$ cat config.mk
export PLATFORM = sky130hd
export DESIGN_NAME = score_low_digits
export DESIGN_NICKNAME = d
export VERILOG_FILES = /design/src/rtl/score_low_digits.sv
export SDC_FILE = /design/constraint.sdc
export NUM_CORES = 1
export LEC_CHECK = 0
export CAP_MARGIN = 20
export CORE_UTILIZATION = 30
export DETAILED_ROUTE_END_ITERATION = 6
export SLEW_MARGIN = 25
export SYNTH_ARGS = -nofsm -noshare
export SYNTH_HDL_FRONTEND = slang
export SYNTH_SLANG_ARGS = --single-unit
$ cat constraint.sdc
create_clock -name clock -period 5.8 [get_ports clock]
set_input_delay 0.87 -clock clock [delete_from_list [all_inputs] [get_ports clock]]
set_output_delay 0.87 -clock clock [all_outputs]
set_load 0.1 [all_outputs]
$ cat src/rtl/score_low_digits.sv
// Two-digit crossing counter for the frog game: samples the top row once per tick,
// scores each frog arrival once, and drives active-low 7-seg ones/tens digits plus a wrap carry.
module score_low_digits #(
    parameter int TICK_DIV = 128
) (
    input  logic       clock,
    input  logic       reset,
    input  logic       crash,
    input  logic [7:0] redInput,
    output logic [6:0] h0,
    output logic [6:0] h1,
    output logic       carry,
    output logic [6:0] count
);

    localparam int CW = (TICK_DIV > 1) ? $clog2(TICK_DIV) : 1;
    localparam logic [CW-1:0] TICK_LAST = CW'(TICK_DIV - 1);

    typedef enum logic {ARMED, SCORED} state_t;

    state_t        state_p0, state_nxt;
    logic [CW-1:0] tick_cnt_p0;
    logic          tick;
    logic          inc_nxt, inc_p1;
    logic [3:0]    ones_p2, tens_p2;
    logic          carry_p2;

    function automatic logic [6:0] seg7(input logic [3:0] d);
        logic [6:0] s;
        case (d)
            4'd0:    s = 7'b1000000;
            4'd1:    s = 7'b1111001;
            4'd2:    s = 7'b0100100;
            4'd3:    s = 7'b0110000;
            4'd4:    s = 7'b0011001;
            4'd5:    s = 7'b0010010;
            4'd6:    s = 7'b0000010;
            4'd7:    s = 7'b1111000;
            4'd8:    s = 7'b0000000;
            4'd9:    s = 7'b0010000;
            default: s = 7'b1111111;
        endcase
        return s;
    endfunction

    // Stage 0: free-running tick divider and top-row sampling FSM
    assign tick = (tick_cnt_p0 == TICK_LAST);

    always_ff @(posedge clock or negedge reset) begin
        if (!reset) begin
            tick_cnt_p0 <= '0;
            state_p0    <= ARMED;
        end else begin
            tick_cnt_p0 <= tick ? '0 : tick_cnt_p0 + CW'(1);
            state_p0    <= state_nxt;
        end
    end

    always_comb begin
        state_nxt = state_p0;
        inc_nxt   = 1'b0;
        if (tick) begin
            case (state_p0)
                ARMED: begin
                    if (redInput != 8'd0 && !crash) begin
                        state_nxt = SCORED;
                        inc_nxt   = 1'b1;
                    end
                end
                SCORED: begin
                    if (redInput == 8'd0)
                        state_nxt = ARMED;
                end
                default: state_nxt = ARMED;
            endcase
        end
    end

    // Stage 1: registered increment request
    always_ff @(posedge clock or negedge reset) begin
        if (!reset)
            inc_p1 <= 1'b0;
        else
            inc_p1 <= inc_nxt;
    end

    // Stage 2: BCD digits and wrap carry
    always_ff @(posedge clock or negedge reset) begin
        if (!reset) begin
            ones_p2  <= 4'd0;
            tens_p2  <= 4'd0;
            carry_p2 <= 1'b0;
        end else begin
            carry_p2 <= 1'b0;
            if (inc_p1) begin
                if (ones_p2 != 4'd9) begin
                    ones_p2 <= ones_p2 + 4'd1;
                end else begin
                    ones_p2 <= 4'd0;
                    if (tens_p2 != 4'd9) begin
                        tens_p2 <= tens_p2 + 4'd1;
                    end else begin
                        tens_p2  <= 4'd0;
                        carry_p2 <= 1'b1;
                    end
                end
            end
        end
    end

    assign h0    = seg7(ones_p2);
    assign h1    = seg7(tens_p2);
    assign carry = carry_p2;
    assign count = {3'd0, tens_p2} * 7'd10 + {3'd0, ones_p2};

endmodule

# Word-level counts from Yosys, hierarchy flattened
# Memories as Yosys holds them, arrays and structs flattened.
# Index checks and enable logic that the tools add are counted.
# W data, S select, Z words.
word_totals:
  input_bits: 11
  output_inout_bits: 22
  mem_count: 2
  wordCells: 34
  rom_bits: 224
  regBits: 18
classes:
  multipliers: 1
  addsub: 4
  n_eq_ne: 3
  n_mux: 11
  bitwise_logic: 2
  reduce_logical: 5
mem_list:
  columns: ["name", "words", "width", "rd", "rd_clocked_by_memory_dff", "write_ports", "line_no", "rtl"]
  rows:
  - ["(no name shown)", 16, 7, 1, 0, 0, "30", "case (d)"]
  - ["(no name shown)", 16, 7, 1, 0, 0, "30", null]
op_table:
  columns: ["operator", "count"]
  rows:
  - ["$add A4 B1 Y4 const B", 2]
  - ["$logic_not A8 Y1", 1]
  - ["$mux W4", 2]
  - ["$ne A4 B4 Y1 const B", 2]
  - ["$reduce_bool A8 Y1", 1]
  - ["$add A7 B1 Y7 const B", 1]
  - ["$add A7 B4 Y7", 1]
  - ["$eq A7 B7 Y1 const B", 1]
  - ["$mux W1", 7]
  - ["$mux W7", 1]
  - ["$mul A4 B3 Y6 const B", 1]
  - ["$not A1 Y1", 2]
  - ["$pmux W1 S2", 1]
  - ["$reduce_and A2 Y1", 1]
  - ["$logic_and A1 B1 Y1", 1]
  - ["$logic_not A1 Y1", 1]

# Depth between registers and ports, before layout
# Gate-level depths: netlist of the first run.
depth:
  ltp_word: 5
  ltp_mapped: 6
  ltp_nobuf: 6

# Worst setup path before layout of the first run
# No wires, ideal clock.
synth_path:
  path_kind: "register to output"
  startpoint: "register tens_p2[1]"
  endpoint: "output port count[6]"
  setup_slack_ns: 1.794
  path_stages_with_launch: 7
  t_required_ns: 4.930
  t_arrival_ns: 3.136
  path_buffers: 0
  cell_sequence: "dfrtp_1 > ha_1 > ha_1 > fa_1 > nand2_1 > nor3_1 > xnor2_1"
synth_between:
  elab_chain_len: 2
synth_lines:
  columns: ["item", "line_no", "rtl"]
  rows:
  - ["start: declaration", "25", "logic [3:0] ones_p2, tens_p2;"]
  - ["start signal: assignment", "101", "tens_p2 <= tens_p2 + 4'd1;"]
  - ["$mul A4 B3 Y6", "114", "assign count = {3'd0, tens_p2} * 7'd10 + {3'd0, ones_p2};"]
  - ["$add A7 B4 Y7", "114", null]
  - ["end: declaration", "13", "output logic [6:0] count"]
# No other way between the ends.

# Final worst setup path of the first run
layout_path:
  startpoint: "register tens_p2[3]"
  endpoint: "output port count[6]"
# The elaborated chain is that of the path after synthesis.

==> reports/summary.md, run 1 <==
### Run status
• completed — result of the run

### STA
• 34.8% — worst slew slack as a fraction of its limit
• 0 — final number of hold-violating endpoints
• 230 MHz — maximum operating frequency
• 75.0% — fraction of the cycle the final worst path needs
• 0 — final count of pins violating max slew
• 4.35 ns — Min Clock Period, post-route
• 0.476 ns — final worst hold slack
• 1.45 ns — setup slack of the critical path after layout
• 0 — final setup fails
• 0.974 ns — measured slew at the worst slew-check pin
• 0 ns — setup total negative slack
• 0.00114 ns — Clock Skews
• no — setup repair after global routing missed its margin

### Yosys
• simple AND/OR/NAND/NOR gates — main combinational cell family by area after synthesis
• 1390 um2 — combined area of all synthesized cells
• 32.5% — proportion of synthesized chip area in sequential cells
• 0 — count of warnings emitted by yosys
• 8.73 um2 — average footprint of a synthesized cell
• 1.08% — mux cell area share after synthesis
• 18.2% — share of synthesized cell area in full adder, half adder and majority cells
• 15.5% — area fraction in compound gates after synthesis
• dfrtp_1 — Main synth FF type
• 5.68% — xor-xnor portion of the synthesized cell area
• 18 — synthesized flop and latch total
• 0 — number of enable-type register cells in the synthesized netlist
• 100% — Post-synth ARST share
• 33 — number of different library cells in the post-synthesis netlist
• 22.9% — Synth Area in Simple Gates
• 189 — total nets after synthesis
• 159 — synthesized instance count

### CTS
• 3 — number of CTS-inserted buffers
• clkbuf_8 — root cell of the clock tree
• 18 — Num Clock Sinks
• 0.25 ns — clock insertion delay at the later pin of the skew report
• 0.07 ns — CTS clk-pin slew, worst paths
• 1 — CTS H-Tree Depth
• 2 — maximum clock path buffer count
• 0 — CTS hold repair buffers
• done — TritonCTS clock tree
• 0 — CTS-repair resized insts
• 0 — Post-CTS Setup Bufs

### Route
• 11.1 um — routed wire length per instance
• 2690 um — routed wire length
• 4.86 — vias per inst
• 0 — DRC Markers
• 1175 — Via Count
• 56 — Iter 0 DRT Violations
• 0 — Antenna Violating Nets Remaining
• 4 — drt pass-1 iters

### Worst hold path
• reg -> reg — HP Class
• state_p0 — Hold Path Origin

### Layout
• 221 — Post-layout nets
• 29.8% — area growth from synthesis to final layout
• 40.8% — post-route core utilization
• 450 um2 — Register Area
• 880 um2 — Multi-input gate area
• 452 — number of fill cells in the layout
• 5.79% — fraction of final layout cells sized beyond drive strength 1
• 0 — ant diodes

### Worst setup path
• ones_p2[1] — r2r startpoint
• tens_p2[2] — reg-to-reg endpoint
• flop — category of the worst setup path launch point
• count[6] — destination of the critical timing path
• 4.11 ns — reg2reg setup slack
• 4.93 ns — Req. time, crit path
• 3.48 ns — Arrival @ worst endpoint
• tens_p2[3] — startpoint of the worst setup timing path
• 5 — Register-to-Register Path Depth
• reg -> out — start-to-end type of the worst setup path
• primary output — category of the worst setup path capture point
• 14 — highest fanout seen on the critical path

### Floorplan
• 70.0 um — chip height
• 33 — IO Count
• 4410 um2 — area inside the core boundary
• 70.0 um — x dimension of the die
• 4900 um2 — area of the die
• 31.4% — initial cell density of the core
• 24 — placement row count

### Placement
• 32 — number of port buffers
• 2060 um — Detailed Place HPWL
• 0.764 — weighted congestion reported at the end of routability-driven placement
• 1.70 ns — minimum setup slack after placement

### Power and ir drop
• 0.787 nW — LEAKAGE
• 0.117 mV — worst-case vdd ir drop
• 144 nW/um2 — P per Cell Area
• 0.259 mW — overall power

### GRT
• 11.9% — overall track demand over capacity in global routing
• 4900 um — wire length of the first global-routing pass
• 20 — largest net degree at the start of global routing
• 0 — overall overflow remaining after global route
• 0 — number of antenna violations at the first check in global routing
• 1129 — vias in the first global route

### Job
• 0 — Maximum Capacitance Violations

## placed cells by master (no fill, tap or decap), types with 8 or more instances in the layout
cell type	Yosys	routed
clkdlybuf4s50_1	0	32
nand2_1	17	17
dfrtp_1	18	18
a21oi_1	11	11
ha_1	17	17
inv_1	8	8
o21ai_0	18	18
nor2_1	14	14
nand3_1	8	8
## routing by layer
| metal | routed length (um) | part of all wire (%) | track usage [%] | vias to the layer above |
|---|---|---|---|---|
| met1 | 1380 | 51 | 16.2 | 536 |
| li1 | - | - | - | 617 |
| met2 | 1230 | 46 | 20.2 | 20 |
| met5 | 0 | 0 | 0 | - |
| met3 | 65 | 2.4 | 1.44 | 2 |
| met4 | 16 | 0.59 | 2.67 | 0 |
## critical path, cell delays in order (launching register included)
cell	delay [ns]
dfrtp_1	0.58
ha_1	0.31
ha_1	0.21
fa_1	0.51
nand2_1	0.06
nor3_1	0.23
xnor2_1	0.15
clkdlybuf4s50_1	1.16
## through the flow
| step | instance area, um2 | std cells |
|---|---|---|
| finish | 1800 | 242 |
| detailed placement | 1750 | 238 |
| global route | 1800 | 242 |
| global placement | 1750 | 238 |
| floorplan | 1390 | 159 |
| CTS | 1800 | 242 |
## Yosys cell counts (2+ instances only)
cell	instances	share of area, %
a211oi_1	2	1.1
a21o_1	2	1.1
a21oi_1	11	4.0
buf_2	4	1.4
dfrtp_1	18	32
fa_1	2	2.9
ha_1	17	15
inv_1	8	2.2
nand2_1	17	4.6
nand2b_1	5	2.3
nand3_1	8	2.9
nand3b_1	2	1.1
nor2_1	14	3.8
nor3_1	4	1.4
nor4_1	2	0.90
o21ai_0	18	6.5
or2_2	2	0.90
xnor2_1	4	2.5
xor2_1	5	3.2
## sequential cells by signal, summed over array words and instances (netlist names)
signal and cells:
tens_p2 4, inc_p1 1, state_p0 1, carry 1, tick_cnt_p0 7, ones_p2 4
## cells by family after synthesis
group | count (synthesis)
buffers and inverters | 13
adders and majority gates | 19
muxes | 1
AOI/OAI and AO/OA | 38
xor gates and xnor gates | 9
and+or+nand+nor | 61
DFF | 18
## worst min-delay path by stage
stage | endpoint | slack (ns) | cells past startpoint
after CTS | inc_p1 | 0.47 | 1
after detailed placement | inc_p1 | 0.46 | 1
after floorplan | inc_p1 | 0.43 | 1
final | inc_p1 | 0.48 | 1
after global placement | inc_p1 | 0.44 | 1
after global routing | inc_p1 | 0.49 | 1
## where the power goes
group          switching [mW]  total, mW  internal, mW
combinational          0.0204     0.0313        0.0109
sequential            0.00103      0.127         0.126
clock                  0.0398      0.100        0.0602
total                  0.0612      0.259         0.197
## final cells by class
type                    instances  share of cell area (%)
well taps                      52                    3.61
clock buffers                   4                    3.06
inverters                       8                    1.67
flip-flops and latches         18                    25.0
multi-input cells             128                    48.9
repair buffers                 32                    17.8
(Power assumes the default switching activity.)
==> run 2: changes to the inputs <==
==> constraint.sdc (replaced) <==
create_clock -name clock -period 3.7 [get_ports clock]
set_input_delay 0.555 -clock clock [delete_from_list [all_inputs] [get_ports clock]]
set_output_delay 0.555 -clock clock [all_outputs]
set_load 0.1 [all_outputs]
==> run 2 against run 1 <==
  * Core utilization fell by 0.62 points
  * Sequential share of layout area grew 0.39 points
  * Total power is 58% higher
  * Worst setup slack got worse by 0.88 ns
  * Largest cell class unchanged
==> reports/summary.md, run 2 (synthesis gave the netlist of run 1 again) <==
### Route
• 1181 — Via Count
• 4 — drt pass-1 iters
• 60 — Iter 0 DRT Violations
• 0 — Antenna Violating Nets Remaining
• 2680 um — routed wire length
• 0 — DRC Markers
• 4.88 — vias per inst
• 11.1 um — routed wire length per instance

### CTS
• 0.25 ns — clock insertion delay at the later pin of the skew report
• 0 — CTS hold repair buffers
• 2 — maximum clock path buffer count
• 1 — CTS H-Tree Depth
• 18 — Num Clock Sinks
• 3 — number of CTS-inserted buffers
• 0 — Post-CTS Setup Bufs
• done — TritonCTS clock tree
• 0 — CTS-repair resized insts
• clkbuf_8 — root cell of the clock tree
• 0.07 ns — CTS clk-pin slew, worst paths

### Worst setup path
• 2.58 ns — Arrival @ worst endpoint
• flop — category of the worst setup path launch point
• tens_p2[3] — startpoint of the worst setup timing path
• ones_p2[1] — r2r startpoint
• 3.14 ns — Req. time, crit path
• tens_p2[2] — reg-to-reg endpoint
• primary output — category of the worst setup path capture point
• 2.04 ns — reg2reg setup slack
• reg -> out — start-to-end type of the worst setup path
• 5 — Register-to-Register Path Depth
• 14 — highest fanout seen on the critical path

### Placement
• 1960 um — Detailed Place HPWL
• 1720 um2 — Placement Cell Area
• 32 — number of port buffers
• 0.749 — weighted congestion reported at the end of routability-driven placement

### STA
• 0 — final number of hold-violating endpoints
• 35.1% — worst slew slack as a fraction of its limit
• 0.971 ns — measured slew at the worst slew-check pin
• 0 — final setup fails
• no — setup repair after global routing missed its margin
• 0.443 ns — final worst hold slack
• 3.13 ns — Min Clock Period, post-route
• 0 ns — setup total negative slack
• 0.00356 ns — Clock Skews
• 0 — final count of pins violating max slew
• 84.7% — fraction of the cycle the final worst path needs
• 319 MHz — maximum operating frequency

### Power and ir drop
• 48.8% — register share of total power
• 0.408 mW — overall power
• 11.9% — proportion of power drawn by combinational gates
• 230 nW/um2 — P per Cell Area
• 0.286 mV — worst-case vdd ir drop
• 0.814 nW — LEAKAGE
• 24.3% — switching fraction of total power
• 0.0993 mW — Psw
• 0.309 mW — internal portion of total power
• 39.3% — clock network power share

### Worst hold path
• inc_p1 — terminating pin of the worst hold path
• reg -> reg — HP Class
• state_p0 — Hold Path Origin
• 1 — depth of the worst hold-timing path

### GRT
• 0 — number of antenna violations at the first check in global routing
• 11.8% — overall track demand over capacity in global routing
• 4850 um — wire length of the first global-routing pass
• 20 — largest net degree at the start of global routing
• 1106 — vias in the first global route
• 0 — overall overflow remaining after global route

### Layout
• tick_cnt_p0: 7 flops, ones_p2: 4 flops, tens_p2: 4 flops — largest registers
• 27.8% — area growth from synthesis to final layout
• 221 — Post-layout nets
• 7 — Largest register FFs
• 18 x o21ai_0, 18 x dfrtp_1, 17 x nand2_1, 17 x ha_1, 16 x clkdlybuf4s50_1 — commonest non-fill, non-tap cells in the layout
• 14.2% — fraction of final layout cells sized beyond drive strength 1
• 0 — ant diodes
• 1770 um2 — design area
• 460 — number of fill cells in the layout
• tick_cnt_p0 — Top reg by flops

### Floorplan
• 70.0 um — chip height
• 24 — placement row count
• 4410 um2 — area inside the core boundary
• 4900 um2 — area of the die
• 70.0 um — x dimension of the die
• 31.4% — initial cell density of the core
• 33 — IO Count

### Job
• 0 — Maximum Capacitance Violations

### Run status
• completed — result of the run

run 2: per-layer routing:
metal | global-route usage (%) | vias to the layer above | wire [um]
met2 | 18.9 | 25 | 1230
met4 | 1.33 | 0 | 10
met3 | 3.32 | 2 | 111
met5 | 0 | - | 0
met1 | 16.4 | 543 | 1320
li1 | - | 611 | -
run 2: cell type report:
cell class	count	area, um2	area share [%]
Multi-Input combinational cell	128	880	49.6
Sequential cell	18	450	25.4
Clock buffer	4	55.1	3.11
Timing Repair Buffer	32	293	16.5
Inverter	8	30.0	1.69
Tap cell	52	65.1	3.67
run 2: power groups by stage:
stage | Sequential, mW | Combinational (mW) | Clock [mW]
after floorplan | 0.203 | 0.0292 | 0
after global placement | 0.203 | 0.0490 | 0
after detailed placement | 0.203 | 0.0492 | 0
after CTS | 0.199 | 0.0492 | 0.166
after global routing | 0.199 | 0.0520 | 0.174
final | 0.199 | 0.0485 | 0.160
run 2: how the worst max path moves through the flow:
stage	end	cells after the start	slack (ns)
3_5_place_dp	count[6]	7	0.82
3_3_place_gp	count[6]	7	0.87
2_1_floorplan	count[6]	6	0.009
6_report	count[6]	7	0.57
5_1_grt	count[6]	7	0.37
4_1_cts	count[6]	7	0.52
run 2: critical path, cell delays in order (launching register included):
cell and delay, ns:
dfrtp_1 0.58, ha_1 0.32, ha_1 0.21, fa_1 0.51, nand2_1 0.06, nor3_1 0.23, xnor2_1 0.20, buf_12 0.21
run 2: metrics by stage:
step / setup slack, ns / util (%) / cells
5_1_grt: 0.365 / 40.2 / 242
4_1_cts: 0.524 / 40.2 / 242
6_report: 0.568 / 40.2 / 242
3_3_place_gp: 0.872 / 38.9 / 238
2_1_floorplan: 0.00879 / - / 159
3_5_place_dp: 0.819 / 38.9 / 238
==> run 3: changes to the inputs <==
==> constraint.sdc (replaced) <==
create_clock -name clock -period 2.5 [get_ports clock]
set_input_delay 0.375 -clock clock [delete_from_list [all_inputs] [get_ports clock]]
set_output_delay 0.375 -clock clock [all_outputs]
set_load 0.1 [all_outputs]
==> run 3 against run 2 <==
  * The run now ends with setup timing left
  * Total power up 51%
  * Routed wire length up 0.97%
  * Combinational power up 71%
  * Cell count up 4.1%
  * Clock power up 48%
  * Clock skew down 0.0027 ns
  * Register-to-register slack worse by 1.3 ns
  * Global-route usage down 0.14 points
  * Via count up 3.0%
  * Cell area up 22%
  * Critical path type unchanged
==> reports/summary.md, run 3 (synthesis gave the netlist of run 1 again) <==
### Layout
• 55.8% — area growth from synthesis to final layout
• 29.5% — fraction of final layout cells sized beyond drive strength 1
• tick_cnt_p0 — Top reg by flops
• 19 x buf_12, 18 x dfrtp_1, 16 x nand2_1, 16 x o21ai_0, 16 x ha_1 — commonest non-fill, non-tap cells in the layout
• 231 — Post-layout nets
• buf_12 — most frequent standard cell in the layout excluding fill and tap cells
• 0 — ant diodes
• tick_cnt_p0: 7 flops, ones_p2: 4 flops, tens_p2: 4 flops — largest registers
• 7 — Largest register FFs

### Worst setup path
• 0.77 ns — reg2reg setup slack
• 2 — highest fanout seen on the critical path
• 2 — worst path buffer plus inverter count
• tens_p2[2] — reg-to-reg endpoint
• reg -> out — start-to-end type of the worst setup path
• 2.12 ns — Req. time, crit path
• ones_p2[1] — r2r startpoint
• adder cells — kind of cell adding the most delay to the critical path
• 0.50 ns — Slowest Stage Delay on Critical Path
• fa_1 — slowest cell on the critical path
• 6 — Register-to-Register Path Depth
• 2.28 ns — Arrival @ worst endpoint
• ha_1 > ha_2 > fa_1 > nand2_1 > nor3_2 > buf_4 > xnor2_4 > buf_12 — cell-by-cell trace of the critical path
• primary output — category of the worst setup path capture point
• flop — category of the worst setup path launch point

### Route
• 57 — Iter 0 DRT Violations
• 2700 um — routed wire length
• 1216 — Via Count
• 4.83 — vias per inst
• 4 — drt pass-1 iters
• 10.7 um — routed wire length per instance
• 0 — Antenna Violating Nets Remaining
• 0 — DRC Markers

### STA
• 106% — fraction of the cycle the final worst path needs
• 2.65 ns — Min Clock Period, post-route
• 0.448 ns — final worst hold slack
• 0 — final number of hold-violating endpoints
• -0.150 ns — setup slack of the critical path after layout
• 377 MHz — maximum operating frequency
• 0.778 ns — measured slew at the worst slew-check pin
• 1 — final setup fails
• yes — setup repair after global routing missed its margin
• 0.000901 ns — Clock Skews
• 48.0% — worst slew slack as a fraction of its limit
• 0 — final count of pins violating max slew

### Run status
• setup timing — violated checks
• finished, violations left — result of the run

### Worst hold path
• reg -> reg — HP Class
• state_p0 — Hold Path Origin
• inc_p1 — terminating pin of the worst hold path
• 1 — depth of the worst hold-timing path

### GRT
• 19 — largest net degree at the start of global routing
• 0 — number of antenna violations at the first check in global routing
• 4730 um — wire length of the first global-routing pass
• 0 — overall overflow remaining after global route
• 11.7% — overall track demand over capacity in global routing
• 1127 — vias in the first global route

### Placement
• 2140 um — Detailed Place HPWL
• -0.00624 ns — minimum setup slack after placement
• 0.776 — weighted congestion reported at the end of routability-driven placement
• 32 — number of port buffers

### Floorplan
• 70.0 um — chip height
• 24 — placement row count
• 4410 um2 — area inside the core boundary
• 70.0 um — x dimension of the die
• 33 — IO Count
• 4900 um2 — area of the die
• 31.4% — initial cell density of the core

### CTS
• clkbuf_8 — root cell of the clock tree
• 3 — number of CTS-inserted buffers
• 18 — Num Clock Sinks
• 1 — CTS H-Tree Depth
• 0.25 ns — clock insertion delay at the later pin of the skew report
• done — TritonCTS clock tree
• 2 — maximum clock path buffer count
• 0.07 ns — CTS clk-pin slew, worst paths
• 0 — CTS hold repair buffers

### Power and ir drop
• 0.965 nW — LEAKAGE
• 0.247 mV — worst-case vdd ir drop
• 284 nW/um2 — P per Cell Area

### Job
• 0 — Maximum Capacitance Violations

-- run 3: cell types whose count changed in the layout (fill, tap and decap cells not counted), sizes merged --
| cell | delta |
|---|---|
| buf | +16 |
| clkdlybuf4s50 | -6 |
-- run 3: final cells by class --
| cell class | count | area, um2 |
|---|---|---|
| well taps | 52 | 65.1 |
| flip-flops and latches | 18 | 450 |
| fillers | 413 | 2250 |
| repair buffers | 42 | 578 |
| inverters | 8 | 30.0 |
| clock buffers | 4 | 55.1 |
| multi-input cells | 128 | 983 |
-- run 3: how the worst max path moves through the flow --
stage | from | end | slack [ns] | cells past startpoint
6_report | tens_p2[3] | count[6] | -0.15 | 8
5_1_grt | tens_p2[3] | count[6] | -0.28 | 8
4_1_cts | tens_p2[3] | count[6] | -0.17 | 8
3_5_place_dp | tens_p2[1] | count[6] | -0.006 | 8
3_3_place_gp | tens_p2[1] | count[6] | 0.07 | 8
2_1_floorplan | tens_p2[1] | count[6] | -0.30 | 6
-- run 3: per-stage QoR --
step | setup TNS [ns] | instances | cell area [um2] | power (mW) | util [%]
floorplan | -0.302 | 159 | 1480 | 0.344 | -
global placement | 0 | 248 | 2100 | 0.384 | 47.5
CTS | -0.170 | 252 | 2160 | 0.627 | 48.9
finish | -0.150 | 252 | 2160 | 0.615 | 49.0
detailed placement | -0.00624 | 248 | 2100 | 0.384 | 47.5
global route | -0.366 | 252 | 2160 | 0.641 | 49.0
-- run 3: layer usage --
layer  global-route usage [%]  vias up  routed length [um]
met4                     3.56        0                  10
li1                         -      633                   -
met5                        0        -                   0
met3                     2.31        2                  70
met2                     19.8       17                1340
met1                     15.0      564                1280
-- run 3: worst register-to-register path: stages (launching register included) --
cell and delay [ns]:
dfrtp_1 0.39, buf_4 0.17, inv_1 0.13, ha_1 0.28, and4b_4 0.30, nand2_2 0.07, mux2_4 0.29
-- run 3: what timing repair did --
| action | CTS | global route |
|---|---|---|
| buffers inserted | 0 | 1 |
| setup endpoints to repair | 2 | 2 |
| pin swaps | 2 | 1 |
| gates resized for setup | 2 | 1 |
-- run 3: report_power, final --
| part | internal [mW] | leakage [nW] | switching, mW |
|---|---|---|---|
| clock network | 0.140 | 0.0288 | 0.0970 |
| registers | 0.293 | 0.232 | 0.00226 |
| logic | 0.0331 | 0.704 | 0.0497 |
| total | 0.466 | 0.965 | 0.149 |
